## src/rtl/mips_pkg.sv

```systemverilog
// Shared MIPS core definitions: instruction field positions, word size, reset PC,
// fetch FSM states and the fetch buffer entry layout.
package mips_pkg;

    localparam int OPCODE_MSB = 31;
    localparam int OPCODE_LSB = 26;
    localparam int FUNCT_MSB  = 5;
    localparam int FUNCT_LSB  = 0;

    localparam int WORD_BYTES = 4;

    localparam logic [31:0] DEFAULT_RESET_PC = 32'h0000_0000;

    typedef enum logic {
        RUN   = 1'b0,
        DRAIN = 1'b1
    } fetch_state_e;

    typedef struct packed {
        logic [31:0] pc;
        logic [31:0] word;
    } fetch_entry_t;

endpackage

```

## src/rtl/fetch_fifo.sv

```systemverilog
// Fetch buffer: DEPTH entries of {pc, word} with push, pop, clear and occupancy count.
// Latency: a push is visible at the head the cycle after; head outputs come only from state.
// Backpressure: none internally; the producer's credit scheme guarantees no push into a full buffer.
module fetch_fifo
    import mips_pkg::*;
#(
    parameter int DEPTH = 2
) (
    input  logic                       clk,
    input  logic                       rst_n,
    input  logic                       push_i,
    input  fetch_entry_t               push_dat_i,
    input  logic                       pop_i,
    input  logic                       clear_i,
    output logic [$clog2(DEPTH+1)-1:0] count_o,
    output logic                       head_vld_o,
    output fetch_entry_t               head_dat_o
);

    localparam int AW = $clog2(DEPTH);
    localparam int CW = $clog2(DEPTH + 1);

    fetch_entry_t    mem_q [DEPTH];
    logic [AW-1:0]   wr_ptr_q;
    logic [AW-1:0]   rd_ptr_q;
    logic [CW-1:0]   count_q;

    // Clear wins over pop: a head popped in the clearing cycle has already been delivered.
    always_ff @(posedge clk or negedge rst_n) begin
        if (!rst_n) begin
            for (int i = 0; i < DEPTH; i++) mem_q[i] <= '0;
            wr_ptr_q <= '0;
            rd_ptr_q <= '0;
            count_q  <= '0;
        end else if (clear_i) begin
            wr_ptr_q <= '0;
            rd_ptr_q <= '0;
            count_q  <= '0;
        end else begin
            if (push_i) begin
                mem_q[wr_ptr_q] <= push_dat_i;
                wr_ptr_q        <= wr_ptr_q + AW'(1);
            end
            if (pop_i) rd_ptr_q <= rd_ptr_q + AW'(1);
            count_q <= count_q + CW'(push_i) - CW'(pop_i);
        end
    end

    assign count_o    = count_q;
    assign head_vld_o = (count_q != '0);
    assign head_dat_o = mem_q[rd_ptr_q];

    a_no_overflow: assert property (@(posedge clk) disable iff (!rst_n)
        !(push_i && !pop_i && !clear_i && count_q == CW'(DEPTH)));

endmodule

```

## src/rtl/fetch_unit.sv

```systemverilog
// Instruction fetch: credit-limited in-order imem requests, buffered words split into opcode/funct.
// Latency: response in cycle t gives instr_valid in t+1; redirect flushes and drains stale responses.
// Backpressure: instr_ready low holds the buffer; requests stop once outstanding+buffered reach DEPTH.
// Optional FETCH_ALIGN_CHECK_EN: misaligned redirect sets sticky fetch_fault and halts fetch.
module fetch_unit
    import mips_pkg::*;
#(
    parameter int          DEPTH    = 2,
    parameter logic [31:0] RESET_PC = DEFAULT_RESET_PC
) (
    input  logic        clk,
    input  logic        rst_n,
    output logic        imem_req_valid,
    input  logic        imem_req_ready,
    output logic [31:0] imem_req_addr,
    input  logic        imem_resp_valid,
    input  logic [31:0] imem_resp_data,
    input  logic        redirect_valid,
    input  logic [31:0] redirect_pc,
    output logic        instr_valid,
    input  logic        instr_ready,
    output logic [31:0] instr,
    output logic [31:0] instr_pc,
    output logic [5:0]  opcode,
    output logic [5:0]  funct,
    output logic        fetch_fault
);

    localparam int CW = $clog2(DEPTH + 1);

    fetch_state_e  state_q, state_d;
    logic [31:0]   pc_q, pc_d, redir_pc, resp_pc;
    logic [CW-1:0] out_q, out_d, drop_q, drop_d, occ;
    logic [CW:0]   credit_used;
    logic          fault_q, accept, pop, push, head_vld;
    fetch_entry_t  head, push_dat;

    assign accept = imem_req_valid & imem_req_ready;
    assign pop    = head_vld & instr_ready;
    assign push   = imem_resp_valid & (drop_q == '0) & ~redirect_valid;

    // Live responses are in order and contiguous behind the PC, so the oldest
    // outstanding request's address is the PC minus the outstanding count.
    assign resp_pc  = pc_q - (32'(out_q) * 32'(WORD_BYTES));
    assign push_dat = '{pc: resp_pc, word: imem_resp_data};

    // The entry leaving this cycle frees its slot, which keeps issue at one per cycle.
    assign credit_used = {1'b0, out_q} + {1'b0, occ} - {{CW{1'b0}}, pop};

`ifdef FETCH_ALIGN_CHECK_EN
    assign redir_pc = redirect_pc;

    always_ff @(posedge clk or negedge rst_n) begin
        if (!rst_n) fault_q <= 1'b0;
        else if (redirect_valid && redirect_pc[1:0] != 2'b00) fault_q <= 1'b1;
    end
`else
    logic unused_align;
    assign unused_align = ^redirect_pc[1:0];
    assign redir_pc     = {redirect_pc[31:2], 2'b00};
    assign fault_q      = 1'b0;
`endif

    always_comb begin
        out_d  = out_q + CW'(accept) - CW'(imem_resp_valid);
        drop_d = drop_q;
        if (redirect_valid) drop_d = out_d;
        else if (imem_resp_valid && drop_q != '0) drop_d = drop_q - CW'(1);
        pc_d = pc_q;
        if (redirect_valid) pc_d = redir_pc;
        else if (accept) pc_d = pc_q + 32'(WORD_BYTES);
    end

    always_ff @(posedge clk or negedge rst_n) begin
        if (!rst_n) begin
            state_q <= RUN;
            pc_q    <= RESET_PC;
            out_q   <= '0;
            drop_q  <= '0;
        end else begin
            state_q <= state_d;
            pc_q    <= pc_d;
            out_q   <= out_d;
            drop_q  <= drop_d;
        end
    end

    always_comb begin
        state_d = state_q;
        if (redirect_valid) state_d = (drop_d != '0) ? DRAIN : RUN;
        else if (state_q == DRAIN && drop_d == '0) state_d = RUN;
    end

    always_comb begin
        imem_req_valid = 1'b0;
        if (rst_n && state_q == RUN && !redirect_valid && !fault_q &&
            credit_used < (CW+1)'(DEPTH))
            imem_req_valid = 1'b1;
    end

    fetch_fifo #(.DEPTH(DEPTH)) u_fifo (
        .clk        (clk),
        .rst_n      (rst_n),
        .push_i     (push),
        .push_dat_i (push_dat),
        .pop_i      (pop),
        .clear_i    (redirect_valid),
        .count_o    (occ),
        .head_vld_o (head_vld),
        .head_dat_o (head)
    );

    assign imem_req_addr = pc_q;
    assign instr_valid   = head_vld;
    assign instr         = head.word;
    assign instr_pc      = head.pc;
    assign opcode        = head.word[OPCODE_MSB:OPCODE_LSB];
    assign funct         = head.word[FUNCT_MSB:FUNCT_LSB];
    assign fetch_fault   = fault_q;

endmodule

```

## config.mk

```make
export PLATFORM = sky130hd
export DESIGN_NAME = fetch_unit
export DESIGN_NICKNAME = d
export VERILOG_FILES = /design/src/rtl/mips_pkg.sv /design/src/rtl/fetch_fifo.sv /design/src/rtl/fetch_unit.sv
export SDC_FILE = /design/constraint.sdc
export NUM_CORES = 1
export LEC_CHECK = 0
export ABC_AREA = 0
export BUFFER_PORTS_ARGS = -buffer_cell sky130_fd_sc_hd__buf_4
export CORE_ASPECT_RATIO = 1.4
export CORE_UTILIZATION = 55
export CTS_CLUSTER_DIAMETER = 200
export DETAILED_ROUTE_END_ITERATION = 10
export GPL_TIMING_DRIVEN = 1
export PLACE_DENSITY_LB_ADDON = 0.12
export SYNTH_ARGS = -nofsm -noshare
export SYNTH_HDL_FRONTEND = slang
export SYNTH_SLANG_ARGS = --single-unit
```

## constraint.sdc

```tcl
create_clock -name clk -period 4.8 [get_ports clk]
set_input_delay 0.72 -clock clk [delete_from_list [all_inputs] [get_ports clk]]
set_output_delay 0.72 -clock clk [all_outputs]
set_load 0.02 [all_outputs]
```

==> results of run 1 <==
[cells in the final DEF, fill, tap and decap left out, drive strengths merged, types with 11 or more instances in the layout]
master,synthesis,layout
buf,30,178
dfrtp,163,163
mux2,128,128
nand2,79,79
o21ai,60,60
xnor2,54,54
nor2,53,53
a21oi,30,30
inv,17,23
nor3,22,22
clkbuf,39,19
nor4,14,14
xor2,11,11
nand3,11,11
[cells by family (layout without fill, tap and decap cells)]
| family | count (synthesis) | in the layout | synth area share |
|---|---|---|---|
| adders and majority gates | 11 | 11 | 0.0185 |
| other | 1 | 5 | 0.000456 |
| xor gates and xnor gates | 65 | 65 | 0.0692 |
| and+or+nand+nor | 214 | 214 | 0.131 |
| AOI/OAI and AO/OA | 94 | 94 | 0.0591 |
| muxes | 130 | 130 | 0.178 |
| buffers and inverters | 86 | 226 | 0.0487 |
| DFF | 163 | 163 | 0.496 |
[final cells by class]
| type | count | area (sq um) |
|---|---|---|
| clock inverters | 12 | 120 |
| flip-flops and latches | 163 | 4080 |
| repair buffers | 178 | 1340 |
| clock buffers | 19 | 453 |
| inverters | 17 | 63.8 |
| fillers | 1076 | 4440 |
| well taps | 189 | 236 |
| multi-input cells | 519 | 3780 |
[routing by layer]
metal  wire length (um)  GRT usage  part of all wire
met1               7620      0.309              0.43
met2               9110      0.421              0.51
met3                743     0.0359             0.042
met4                352     0.0866             0.020
met5                  0          0                 0
[report_power, final]
| part | leakage, nW | internal (mW) | switching, mW | total (mW) |
|---|---|---|---|---|
| logic | 2.17 | 1.39 | 1.46 | 2.86 |
| clock network | 0.278 | 0.749 | 0.558 | 1.31 |
| registers | 2.01 | 1.90 | 0.352 | 2.25 |
[sequential cells by signal, indices dropped and copies added (netlist names)]
name,flops
u_fifo.rd_ptr_q,1
imem_req_addr,30
u_fifo.mem_q,124
u_fifo.wr_ptr_q,1
u_fifo.count_o,2
out_q,2
drop_q,2
state_q,1
[cells in the mapped netlist, types with 9 or more instances]
library cell | number | share of area
a21oi_1 | 30 | 0.018
buf_2 | 11 | 0.0067
buf_4 | 17 | 0.016
clkbuf_1 | 39 | 0.018
dfrtp_1 | 163 | 0.50
ha_1 | 9 | 0.014
inv_1 | 17 | 0.0078
mux2_2 | 128 | 0.18
nand2_1 | 79 | 0.036
nand3_1 | 11 | 0.0067
nor2_1 | 53 | 0.024
nor3_1 | 21 | 0.013
nor4_1 | 9 | 0.0068
o21ai_0 | 49 | 0.030
o21ai_1 | 11 | 0.0067
xnor2_1 | 54 | 0.057
xor2_1 | 11 | 0.012
[worst max-delay path, cell delays in order, from the launching register on]
cell and delay (ps):
dfrtp_1 370, inv_1 110, nand2_1 90, and2_1 190, ha_1 270, inv_1 80, nand2_1 70, fa_1 510
and4b_1 290, nand2_1 150, or2_2 330, ha_1 290, inv_1 50, ha_1 180, xnor2_1 180, xnor2_1 100
nand2_1 80, o21ai_0 120, o22a_1 190
[how the worst min path moves through the flow]
stage	start	to	slack (ps)	cells past startpoint
final	rst_n	imem_req_addr[6]	150	1
after global routing	rst_n	imem_req_addr[6]	150	1
after CTS	rst_n	imem_req_addr[8]	150	1
after detailed placement	u_fifo.mem_q[35]	u_fifo.mem_q[35]	470	2
after global placement	u_fifo.mem_q[48]	u_fifo.mem_q[48]	460	2
after floorplan	rst_n	drop_q[0]	420	0
[metrics by stage]
step | total power, mW | hold WS [ps]
after floorplan | 4.13 | 424
after detailed placement | 5.14 | 466
after global placement | 5.02 | 456
after global routing | 6.80 | 151
final | 6.42 | 149
after CTS | 6.47 | 146
==> impl_metrics.json, run 1 <==
{
  "outcome": "completed",
  "wirelength_um": 17800,
  "clock-skew-final_ps": 16.3,
  "antenna_left": 0,
  "yosys_warnings": 0,
  "grt_pass1_vias": 6139,
  "drive_above_1_share": 0.390,
  "grt_max_degree": 92,
  "postCtsSetupBuffers": 0,
  "portBuffers": 173,
  "antenna_found_initial": 0,
  "n_antenna_cell": 0,
  "numClockSinks": 163,
  "clock.fmax_mhz": 266,
  "relSlewSlack": 0.299,
  "die_w_um": 105,
  "clk_latency_ps": 420,
  "rsz0062_at_grt": "no",
  "rows": 52,
  "synth_area_sq_um": 8230,
  "grt_pass1_wl_um": 29800,
  "cts_buffers": 17,
  "required_ps": 5120,
  "synth_ff_type": "dfrtp_1",
  "hold_violations": 0,
  "via_per_inst": 5.44,
  "critPathArrivalTime_ps": 4070,
  "min_period_over_period": 0.783,
  "start_util": 0.567,
  "die_h_um": 147,
  "synthArstFlopShare": 1.00,
  "synth_cell_types": 44,
  "synthCells": 764,
  "synth-seq-cells": 163,
  "wl_per_cell_um": 16.2,
  "layout_min_cycle_time_ps": 3760,
  "worstPathMaxFanout": 5,
  "r2r-end": "state_q",
  "cts_repair_resize_count": 0,
  "drv_cap": 0,
  "fin_ws_ps": 1040,
  "worst_pin_slew_ps": 1050,
  "crit_type": "reg2reg",
  "fin_area_sq_um": 10100,
  "dr.pass1.iters": 4,
  "endpoint": "state_q",
  "place_ws_ps": 794,
  "fin_nets": 977,
  "p_leak_nw": 4.46,
  "htree_levels": 4,
  "route.detailed.drc": 0,
  "grt_overflow": 0,
  "powerDensity_nw_per_um2": 638,
  "drt_iter0_markers": 221,
  "instances_no_fill": 1097,
  "coreArea_sq_um": 14500,
  "vdd_ir_drop_max_mv": 0.355,
  "start_kind": "flop",
  "grt_usage": 0.243,
  "postCtsHoldBufs": 0,
  "cts-root-buf": "clkbuf_16",
  "clk_pin_slew_ps": 70,
  "hold_class": "in2async",
  "synth-edff-count": 0,
  "finalSetupTns_ps": 0,
  "cts_buffer_depth": 2,
  "reg2reg_depth": 18,
  "ios": 181,
  "syn_area_per_cell_sq_um": 10.8,
  "setup_violations": 0,
  "tritoncts": "built",
  "yosysSeqAreaShare": 0.496,
  "vias": 5966,
  "cp-end-kind": "flop",
  "startpoint": "u_fifo.count_o[1]",
  "place_congestion": 0.860,
  "dpl_cell_area_sq_um": 9500,
  "rrSetupSlack_ps": 1040,
  "hpwl_um": 12400,
  "final_max_slew_viol_count": 0,
  "fin_util": 0.694,
  "die_area_sq_um": 15500,
  "area_delta_synth_final_pct": 22.4,
  "regToRegStartpoint": "u_fifo.count_o[1]",
  "place_inst": 1066
}
(Power assumes the default switching activity.)
==> run 2, diff against run 1 <==
==> constraint.sdc (replaced) <==
create_clock -name clk -period 3.7 [get_ports clk]
set_input_delay 0.555 -clock clk [delete_from_list [all_inputs] [get_ports clk]]
set_output_delay 0.555 -clock clk [all_outputs]
set_load 0.02 [all_outputs]
==> impl_metrics.json, run 2 (synthesized netlist as in run 1, its figures left out) <==
{
  "via_per_inst": 5.48,
  "numClockSinks": 163,
  "powerDensity_nw_per_um2": 832,
  "die_h_um": 147,
  "grt_pass1_vias": 6181,
  "rows": 52,
  "final_max_slew_viol_count": 0,
  "drive_above_1_share": 0.395,
  "antenna_found_initial": 0,
  "coreArea_sq_um": 14500,
  "min_period_over_period": 0.938,
  "htree_levels": 4,
  "portBuffers": 173,
  "worst_pin_slew_ps": 856,
  "regMostFlops": "u_fifo.mem_q",
  "wl_per_cell_um": 16.3,
  "cp-end-kind": "flop",
  "area_delta_synth_final_pct": 23.6,
  "dr.pass1.iters": 4,
  "start_kind": "flop",
  "layout_min_cycle_time_ps": 3470,
  "start_util": 0.567,
  "p_leak_nw": 4.51,
  "clock.fmax_mhz": 288,
  "wirelength_um": 18000,
  "setup_violations": 0,
  "drt_iter0_markers": 226,
  "die_area_sq_um": 15500,
  "fin_nets": 982,
  "grt_usage": 0.246,
  "postCtsHoldBufs": 0,
  "grt_max_degree": 164,
  "outcome": "completed",
  "clock-skew-final_ps": 12.6,
  "hpwl_um": 12400,
  "grt_overflow": 0,
  "rsz0062_at_grt": "no",
  "cts_buffers": 17,
  "fillers": 1115,
  "finalSetupTns_ps": 0,
  "cts-root-buf": "clkbuf_16",
  "largest_register_ffs": 124,
  "route.detailed.drc": 0,
  "drv_cap": 0,
  "tritoncts": "built",
  "required_ps": 4000,
  "cts_buffer_depth": 2,
  "vias": 6034,
  "n_antenna_cell": 0,
  "vdd_ir_drop_max_mv": 0.394,
  "place_congestion": 0.844,
  "grt_pass1_wl_um": 30300,
  "critPathArrivalTime_ps": 3770,
  "register_area_sq_um": 4080,
  "antenna_left": 0,
  "hold_ws_ps": 337,
  "final_common_cell": "buf_4",
  "clk_pin_slew_ps": 60,
  "relSlewSlack": 0.430,
  "hold_violations": 0,
  "multiInputGateArea_sq_um": 3780,
  "ios": 181,
  "worstPathMaxFanout": 3,
  "clk_latency_ps": 420,
  "final_cell_mix": "buf_4, dfrtp_1, mux2_2",
  "die_w_um": 105,
  "hold_class": "in2async",
  "crit_type": "reg2reg"
}
==> run 2: cell count changes in the layout (fill, tap and decap cells not counted), moves of 2 or more <==
cell and change:
inv_6 -5, buf_12 +3, buf_4 +2, clkinv_4 +2
==> run 2: final timing paths <==
path / from / end / slack, ps / depth (start not counted)
hold reg to reg: u_fifo.mem_q[49] / u_fifo.mem_q[49] / 470 / 2
hold / removal: rst_n / u_fifo.mem_q[9] / 340 / 2
max in group asynchronous: rst_n / u_fifo.rd_ptr_q / 2730 / 2
min in group clk: redirect_pc[27] / imem_req_addr[27] / 340 / 3
setup / recovery: u_fifo.count_o[1] / state_q / 230 / 18
setup reg to reg: u_fifo.count_o[1] / state_q / 230 / 18
==> run 2: where the power goes <==
part           total, mW  switching [mW]  internal [mW]
combinational       3.81            1.93           1.87
clock               1.75           0.698           1.05
sequential          2.91           0.438           2.47
==> run 2: layout make-up <==
cell class | instances | share of cell area
Timing Repair Buffer | 183 | 0.139
Clock buffer | 20 | 0.0459
Multi-Input combinational cell | 519 | 0.372
Inverter | 17 | 0.00627
Tap cell | 189 | 0.0232
Sequential cell | 163 | 0.401
Clock inverter | 11 | 0.0127
==> run 2: critical path, stage by stage (launching register included) <==
cell,delay [ps]
dfrtp_1,370
inv_2,70
nand2_1,70
and2_1,180
ha_1,270
inv_1,80
nand2_1,70
fa_1,500
and4b_1,220
nand2_1,80
or2_2,280
ha_1,280
inv_1,40
ha_1,180
xnor2_1,200
xnor2_1,120
nand2_1,100
o21ai_2,70
o22a_1,180
==> run 2: stage by stage <==
step | utilization | area [sq um] | setup slack [ps] | std cells | total power, mW
2_1_floorplan | - | 8240 | 89.7 | 768 | 5.36
3_3_place_gp | 0.659 | 9560 | 201 | 1069 | 6.56
3_5_place_dp | 0.659 | 9560 | 118 | 1069 | 6.73
4_1_cts | 0.700 | 10200 | 161 | 1100 | 8.51
5_1_grt | 0.701 | 10200 | 21.6 | 1102 | 8.96
6_report | 0.701 | 10200 | 229 | 1102 | 8.46
==> run 2: per-layer routing <==
| metal | routed length (um) | track usage | part of all wire | vias to the layer above |
|---|---|---|---|---|
| met2 | 9390 | 0.431 | 0.52 | 159 |
| li1 | - | - | - | 2880 |
| met4 | 317 | 0.0838 | 0.018 | 0 |
| met3 | 673 | 0.0426 | 0.037 | 24 |
| met5 | 0 | 0 | 0 | - |
| met1 | 7630 | 0.308 | 0.42 | 2971 |
==> run 2: timing repair <==
action / CTS / global route
gates resized for setup: 0 / 3
buffers inserted: 0 / 2
setup endpoints to repair: 0 / 1
==> run 3, diff against run 2 <==
--- a/config.mk
+++ b/config.mk
@@ -5,10 +5,10 @@
 export SDC_FILE = /design/constraint.sdc
 export NUM_CORES = 1
 export LEC_CHECK = 0
-export ABC_AREA = 0
+export ABC_AREA = 1
 export BUFFER_PORTS_ARGS = -buffer_cell sky130_fd_sc_hd__buf_4
 export CORE_ASPECT_RATIO = 1.4
-export CORE_UTILIZATION = 55
+export CORE_UTILIZATION = 56
 export CTS_CLUSTER_DIAMETER = 200
 export DETAILED_ROUTE_END_ITERATION = 10
 export GPL_TIMING_DRIVEN = 1
==> impl_metrics.json, run 3 <==
{
  "cts_repair_resize_count": 0,
  "regMostFlops": "u_fifo.mem_q",
  "cts-root-buf": "clkbuf_16",
  "powerDensity_nw_per_um2": 725,
  "ios": 181,
  "vdd_ir_drop_max_mv": 0.466,
  "coreArea_sq_um": 15700,
  "tritoncts": "built",
  "dr.pass1.iters": 6,
  "synth_area_sq_um": 9130,
  "postCtsHoldBufs": 0,
  "synth-edff-count": 0,
  "fin_nets": 1491,
  "rows": 54,
  "ys_top_cells_by_area": "dfrtp_1, nand2_1, o21ai_0, inv_1, nor2_1",
  "yosys_warnings": 0,
  "synthArstFlopShare": 1.00,
  "postCtsSetupBuffers": 0,
  "syn_area_per_cell_sq_um": 7.09,
  "required_ps": 4000,
  "p_total_mw": 7.92,
  "yosys.cell_count.top_type": "nand2_1",
  "synth_top_area_share": 0.447,
  "final_cell_mix": "nand2_1, buf_4, dfrtp_1",
  "place_congestion": 0.947,
  "antenna_found_initial": 0,
  "grt_overflow": 0,
  "grt_pass1_wl_um": 37400,
  "critPathArrivalTime_ps": 3320,
  "worst_pin_slew_ps": 953,
  "numClockSinks": 163,
  "setup_violations": 0,
  "cts_buffers": 17,
  "synth_ff_type": "dfrtp_1",
  "start_util": 0.580,
  "grt_max_degree": 164,
  "wirelength_um": 23300,
  "clk_pin_slew_ps": 70,
  "finalSetupTns_ps": 0,
  "largest_register_ffs": 124,
  "die_w_um": 110,
  "hold_violations": 0,
  "area_delta_synth_final_pct": 19.7,
  "drt_iter0_markers": 631,
  "die_area_sq_um": 16800,
  "min_period_over_period": 0.816,
  "n_antenna_cell": 0,
  "regToRegStartpoint": "u_fifo.count_o[1]",
  "route.detailed.drc": 0,
  "fillers": 1381,
  "clock.fmax_mhz": 331,
  "relSlewSlack": 0.365,
  "grt_usage": 0.285,
  "crit_type": "reg2reg",
  "cp-end-kind": "flop",
  "final_common_cell": "nand2_1",
  "hold_class": "in2async",
  "outcome": "completed",
  "cts_buffer_depth": 2,
  "final_max_slew_viol_count": 0,
  "antenna_left": 0,
  "htree_levels": 4,
  "synthCells": 1287,
  "via_per_inst": 5.22,
  "hold_ws_ps": 219,
  "synth_cell_types": 28,
  "yosysSeqAreaShare": 0.447,
  "rrSetupSlack_ps": 680,
  "synth.cells.most_frequent": "nand2_1, dfrtp_1, o21ai_0",
  "die_h_um": 153,
  "drive_above_1_share": 0.177,
  "layout_min_cycle_time_ps": 3020,
  "start_kind": "flop",
  "reg2reg_depth": 17,
  "rsz0062_at_grt": "no",
  "vias": 8451,
  "worstPathMaxFanout": 3,
  "drv_cap": 0,
  "startpoint": "u_fifo.count_o[1]",
  "synth_top_cell_by_area": "dfrtp_1",
  "synth-seq-cells": 163,
  "p_leak_nw": 5.77,
  "clk_latency_ps": 420,
  "wl_per_cell_um": 14.4,
  "r2r-end": "state_q",
  "hpwl_um": 16200,
  "portBuffers": 173,
  "grt_pass1_vias": 7934,
  "clock-skew-final_ps": 15.5
}
-- run 3: cells by family (layout without fill, tap and decap cells) --
| logic type | Yosys count | in the layout | synth area share |
|---|---|---|---|
| adders and majority gates | 11 | 11 | 0.0167 |
| buffers and inverters | 190 | 322 | 0.0965 |
| xor gates and xnor gates | 31 | 31 | 0.0297 |
| and+or+nand+nor | 758 | 758 | 0.334 |
| other | 1 | 5 | 0.000411 |
| DFF | 163 | 163 | 0.447 |
| AOI/OAI and AO/OA | 133 | 133 | 0.0755 |
-- run 3: power by group --
part | leakage [nW] | switching (mW) | internal (mW)
combinational | 3.39 | 1.96 | 1.26
sequential | 2.09 | 0.443 | 2.39
clock | 0.301 | 0.777 | 1.09
-- run 3: per-layer routing --
layer,global-route usage,routed length [um],vias up
met5,0,0,-
met1,0.350,9520,3932
met2,0.482,11600,272
met3,0.0375,1150,66
li1,-,-,4181
met4,0.143,977,0
-- run 3: layout make-up --
type | count | area, sq um | share of cell area
Multi-Input combinational cell | 938 | 4190 | 0.383
Sequential cell | 163 | 4080 | 0.373
Timing Repair Buffer | 182 | 1400 | 0.128
Clock buffer | 18 | 429 | 0.0393
Inverter | 108 | 405 | 0.0371
Tap cell | 196 | 245 | 0.0224
Clock inverter | 14 | 186 | 0.0171
-- run 3: worst max path at each step --
stage              end  slack (ps)  cells past startpoint
2_1_floorplan  state_q         650                     18
3_3_place_gp   state_q         610                     16
3_5_place_dp   state_q         570                     16
4_1_cts        state_q         650                     17
5_1_grt        state_q         420                     17
6_report       state_q         680                     17
-- run 3: metrics by stage --
step | setup WS (ps) | cells | instance area (sq um) | utilization
6_report | 681 | 1619 | 10900 | 0.694
5_1_grt | 419 | 1619 | 10900 | 0.694
4_1_cts | 654 | 1619 | 10900 | 0.694
3_5_place_dp | 568 | 1587 | 10300 | 0.655
3_3_place_gp | 612 | 1587 | 10300 | 0.655
2_1_floorplan | 651 | 1291 | 9150 | -
-- run 3: worst max-delay path, cell delays in order (launching register included) --
cell and delay (ps):
dfrtp_1 400, inv_1 90, nand2_1 70, nand2_1 90, inv_1 50, ha_1 260, inv_1 70, nand2_1 60
fa_1 480, nand2_1 70, nor2_1 100, nand4_1 120, ha_1 300, inv_1 40, ha_1 300, nand2_1 60
a21boi_0 240, a21oi_1 100
